`src/rtl/regs_wr_arbiter.sv`:
```
// Two-requester round-robin write arbiter in front of a 16x8 register file.
// Optional grant counters enabled by defining REGS_WR_ARBITER_STATS_EN.
module regs_wr_arbiter #(
  parameter int CLEAR_ON_RESET = 1
) (
  input  logic       clk_in,
  input  logic       rst,
  input  logic       req0_valid,
  input  logic [3:0] req0_addr,
  input  logic [7:0] req0_data,
  output logic       req0_ready,
  input  logic       req1_valid,
  input  logic [3:0] req1_addr,
  input  logic [7:0] req1_data,
  output logic       req1_ready,
  input  logic       clear_req,
  output logic       busy,
  output logic       rf_we,
  output logic       rf_rst,
  output logic [3:0] rf_w_addr,
  output logic [7:0] rf_w_data
`ifdef REGS_WR_ARBITER_STATS_EN
  ,
  output logic [15:0] gnt0_cnt,
  output logic [15:0] gnt1_cnt
`endif
);

  typedef enum logic {
    ST_CLEAR = 1'b0,
    ST_RUN   = 1'b1
  } state_t;

  state_t     state_q;
  state_t     state_d;
  logic [3:0] cnt_q;
  logic       rr_q;
  logic       run_open;
  logic       acc0;
  logic       acc1;

  // State register
  always_ff @(posedge clk_in) begin
    if (rst) begin
      state_q <= (CLEAR_ON_RESET != 0) ? ST_CLEAR : ST_RUN;
    end else begin
      state_q <= state_d;
    end
  end

  // Next-state logic
  always_comb begin
    state_d = state_q;
    unique case (state_q)
      ST_CLEAR: if (cnt_q == 4'hF) state_d = ST_RUN;
      ST_RUN:   if (clear_req) state_d = ST_CLEAR;
      default:  state_d = state_q;
    endcase
  end

  // Output logic: grants only open in RUN with no clear pending
  always_comb begin
    busy       = (state_q == ST_CLEAR);
    run_open   = (state_q == ST_RUN) && !rst && !clear_req;
    req0_ready = 1'b0;
    req1_ready = 1'b0;
    if (run_open) begin
      unique case (1'b1)
        req0_valid && req1_valid: begin
          req0_ready = !rr_q;
          req1_ready = rr_q;
        end
        req0_valid && !req1_valid: req0_ready = 1'b1;
        !req0_valid && req1_valid: req1_ready = 1'b1;
        default: ;
      endcase
    end
  end

  assign acc0 = req0_valid && req0_ready;
  assign acc1 = req1_valid && req1_ready;

  always_ff @(posedge clk_in) begin
    if (rst) begin
      cnt_q <= 4'd0;
    end else if (state_q == ST_CLEAR) begin
      cnt_q <= cnt_q + 4'd1;
    end else if (clear_req) begin
      cnt_q <= 4'd0;
    end
  end

  // Pointer favours the loser of the last accept
  always_ff @(posedge clk_in) begin
    if (rst) begin
      rr_q <= 1'b0;
    end else if (acc0) begin
      rr_q <= 1'b1;
    end else if (acc1) begin
      rr_q <= 1'b0;
    end
  end

  always_ff @(posedge clk_in) begin
    if (rst) begin
      rf_we     <= 1'b0;
      rf_rst    <= 1'b0;
      rf_w_addr <= 4'd0;
      rf_w_data <= 8'd0;
    end else if (state_q == ST_CLEAR) begin
      rf_we     <= 1'b1;
      rf_rst    <= 1'b1;
      rf_w_addr <= cnt_q;
      rf_w_data <= 8'd0;
    end else if (acc0) begin
      rf_we     <= 1'b1;
      rf_rst    <= 1'b0;
      rf_w_addr <= req0_addr;
      rf_w_data <= req0_data;
    end else if (acc1) begin
      rf_we     <= 1'b1;
      rf_rst    <= 1'b0;
      rf_w_addr <= req1_addr;
      rf_w_data <= req1_data;
    end else begin
      rf_we  <= 1'b0;
      rf_rst <= 1'b0;
    end
  end

`ifdef REGS_WR_ARBITER_STATS_EN
  always_ff @(posedge clk_in) begin
    if (rst) begin
      gnt0_cnt <= 16'd0;
      gnt1_cnt <= 16'd0;
    end else begin
      if (acc0 && gnt0_cnt != 16'hFFFF) gnt0_cnt <= gnt0_cnt + 16'd1;
      if (acc1 && gnt1_cnt != 16'hFFFF) gnt1_cnt <= gnt1_cnt + 16'd1;
    end
  end
`endif

endmodule

```
`config.mk`:
```
export PLATFORM = sky130hd
export DESIGN_NAME = regs_wr_arbiter
export DESIGN_NICKNAME = d
export VERILOG_FILES = /design/src/rtl/regs_wr_arbiter.sv
export SDC_FILE = /design/constraint.sdc
export NUM_CORES = 1
export LEC_CHECK = 0
export CORE_MARGIN = 2
export CORE_UTILIZATION = 35
export CTS_BUF_LIST = sky130_fd_sc_hd__clkbuf_4 sky130_fd_sc_hd__clkbuf_8 sky130_fd_sc_hd__clkbuf_16
export DETAILED_ROUTE_END_ITERATION = 7
export GPL_TIMING_DRIVEN = 0
export HOLD_SLACK_MARGIN = 0.06
export PLACE_DENSITY = 0.73
export SLEW_MARGIN = 20
export SYNTH_ARGS = -nofsm -noshare
export SYNTH_HDL_FRONTEND = slang
export SYNTH_SLANG_ARGS = --single-unit
```
`constraint.sdc`:
```
create_clock -name clk_in -period 1.4 [get_ports clk_in]
set_input_delay 0.28 -clock clk_in [delete_from_list [all_inputs] [get_ports clk_in]]
set_output_delay 0.28 -clock clk_in [all_outputs]
set_load 0.02 [all_outputs]
```
==> metrics.cfg, run 1 <==
[synth]
synth_cell_types = 31
synth.net_count = 131
synth_cells = 101
netlist.area_leader.share = 0.425
syn_avg_cell_area_um2 = 9.33
synth_seq_cells = 20
synthTopCellsByArea = dfxtp_1 42%, mux2i_1 13%, nor2_1 7.6%, a211oi_1 5.6%, a2bb2oi_1 3.7%
synth_largest_area_cell = dfxtp_1
syn-cell-area_um2 = 942
synth-seq-area-share = 0.425
ys.warnings.count = 0

[place]
dp_hpwl_um = 1820
dp.cells = 176
gp_congestion = 0.844
port_buffers = 45
place_area_mm2 = 0.00143
pre_cts_ws_ns = -1.05

[grt]
grt_pass1_wl_um = 4420
grt_overflow = 0
grt_pass1_vias = 993
antenna_found_initial = 0
grt_usage = 0.175
grt_max_degree = 12

[clock_network]
cts_buffer_depth = 2
cts-root-buf = clkbuf_4
cts_buffers = 3
clock-sinks = 20
cts_tree = done
cts.htree.levels = 1
clock_latency_ns = 0.29
clk_pin_slew_ns = 0.12

[sta]
hold_violations = 0
fin_crit_ns = 1.57
period_share = 1.12
rsz0062_at_grt = true
tns_ns = -1.09
max_freq_ghz = 0.638
worst_slew_pin_slew_ns = 0.532
fin_ws_ns = -0.167
slew_headroom = 0.645
setup_violations = 14
skew_ns = 0.0114
drv_slew = 0

[critical_path]
cp-end-kind = primary output
start_kind = flop
crit_buf_inv = 2
worst_path_largest_cell_delay_ns = 0.36
crit_arrival_ns = 1.29
worstPathCellList = nor3b_4 > buf_4 > and3_4 > buf_6
cp_max_fo = 2
crit_type = reg -> out
cp_top_family = simple AND/OR/NAND/NOR gates
required_ns = 1.12
slowest_stage = dfxtp_2

[die]
fp.dieH_um = 55.9
die_w_um = 55.9
fp-row-count = 18
io_pins = 46
core-area_mm2 = 0.00252
dieArea_mm2 = 0.00312
initial_utilization = 0.374

[drt]
wirelength_um = 2730
wl_met3_um = 168
drt-initial-drc-count = 15
wl_met1_um = 1100
num_vias = 994
ant_nets = 0
wl_met2_um = 1420
highest-signal-layer = met4
drc = 0
dr.pass1.iters = 4
via_per_inst = 5.23
wl_per_cell_um = 14.3

[power]
leakage_nw = 0.723
ir_worst_vdd_uv = 583
powerDensity_mw_per_mm2 = 674

[outcome]
violations = negative setup slack
status = finished, violations left

[finish]
finalNetCount = 191
drive_above_1_share = 0.244
final_cell_count_no_fill = 190
finish.utilization = 0.638
area_growth_pct = 70.8
diodes = 0
fin_area_mm2 = 0.00161

[flow_run]
cap_violations = 0

[min_path]
hold_class = in -> reg

report_power, final:
part           switching [W]  leakage (nW)  internal (W)
Clock               0.000177        0.0210      0.000158
Combinational      0.0000563         0.539     0.0000966
Sequential         0.0000121         0.163      0.000584
Total               0.000246         0.723      0.000839
layer usage:
metal  up-vias  GRT usage
met5         -          0
met4         0     0.0204
met3         4     0.0349
met2        35      0.323
met1       475      0.215
li1        480          -
registers in the layout (all words and copies together), names as in the netlist:
name / cells
cnt_q: 4
state_q: 1
rf_w_data: 8
rf_rst: 1
rr_q: 1
rf_we: 1
rf_w_addr: 4
layout by cell type, fill, tap and decap left out, types with 2 or more instances in the layout:
| master | n |
|---|---|
| buf_6 | 4 |
| o22ai_1 | 3 |
| clkdlybuf4s50_1 | 25 |
| dlygate4sd2_1 | 17 |
| dfxtp_1 | 19 |
| clkbuf_1 | 2 |
| a211oi_1 | 2 |
| nor2_1 | 17 |
| mux2i_1 | 11 |
| a2bb2oi_2 | 3 |
| nor2_2 | 2 |
| a21oi_1 | 4 |
| nand2_1 | 7 |
| buf_8 | 2 |
| clkbuf_4 | 3 |
| a211oi_2 | 7 |
| buf_4 | 8 |
cell type report:
cell class,instances,area [um^2]
buffer,6,52.6
clock buffer,4,36.3
fill,218,913
inverter,2,10.0
multi-input combinational,73,553
sequential,20,402
tap,30,37.5
timing repair buffer,55,518
synthesized netlist by cell type:
library cell / number
a211oi_1: 7
a211oi_2: 2
a21oi_1: 4
a2bb2oi_1: 4
a311oi_1: 1
a31oi_1: 1
and3_1: 1
buf_1: 1
buf_4: 1
buf_6: 1
buf_8: 1
clkbuf_1: 2
dfxtp_1: 20
ha_1: 1
inv_1: 1
inv_2: 1
mux2i_1: 12
nand2_1: 7
nand2b_1: 1
nand3_1: 1
nand3_2: 1
nand4b_1: 1
nor2_1: 19
nor2b_1: 1
nor3b_2: 1
o21a_1: 1
o21ai_0: 1
o221ai_1: 1
o22ai_1: 3
or2b_1: 1
xnor2_1: 1
worst paths after layout:
check / cells after the start / slack [ns] / startpoint / to
min: 2 / 0.41 / req1_valid / rr_q$_SDFFE_PP0P_
max reg2reg: 8 / -0.14 / state_q$_SDFF_PP0_ / rf_w_data[5]$_SDFFE_PP0P_
max: 4 / -0.17 / state_q$_SDFF_PP0_ / req1_ready
min reg2reg: 2 / 0.52 / rf_w_data[6]$_SDFFE_PP0P_ / rf_w_data[6]$_SDFFE_PP0P_
per-stage QoR:
| step | hold WS [ns] | total power (W) |
|---|---|---|
| after detailed placement | 0.492 | 0.000763 |
| final | 0.409 | 0.00108 |
| after global placement | 0.486 | 0.000758 |
| after floorplan | 0.352 | 0.000654 |
| after CTS | 0.387 | 0.00109 |
| after global routing | 0.437 | 0.00112 |
kinds of logic after synthesis:
logic type	after synthesis	share of synthesized area
simple gates	34	0.170
compound gates	25	0.199
flops	20	0.425
mux	12	0.127
buf+inv	8	0.0558
xor+xnor	1	0.00930
fa+ha+maj	1	0.0133
worst register-to-register path, cell delays in order (launching register included):
cell and delay, ns:
dfxtp_2 0.36, nor3b_4 0.21, buf_4 0.15, buf_4 0.10, o21a_1 0.16, buf_6 0.16, buf_8 0.13, nor2_2 0.04
a211oi_2 0.18
repair_timing:
item | 4_1_cts | 5_1_grt
pin swaps | 9 | 2
setup endpoints to repair | 30 | 17
gates resized for setup | 49 | 6
endpoints found under the hold margin | 0 | 0
setup buffers | 7 | 3
gates cloned | 2 | 0
hold buffers | 0 | 0
No activity file was read; power rests on OpenSTA's default activity.
==> inputs of run 2 (changes only) <==
GPL_ROUTABILITY_DRIVEN = 0   (was unset)
==> results of run 2 <==
The final DEF is identical to that of run 1; final timing and power are the same.
==> inputs of run 3 (changes only) <==
CAP_MARGIN = 30   (was unset)
==> results of run 3 <==
The final DEF is identical to that of run 1; final timing and power are the same.
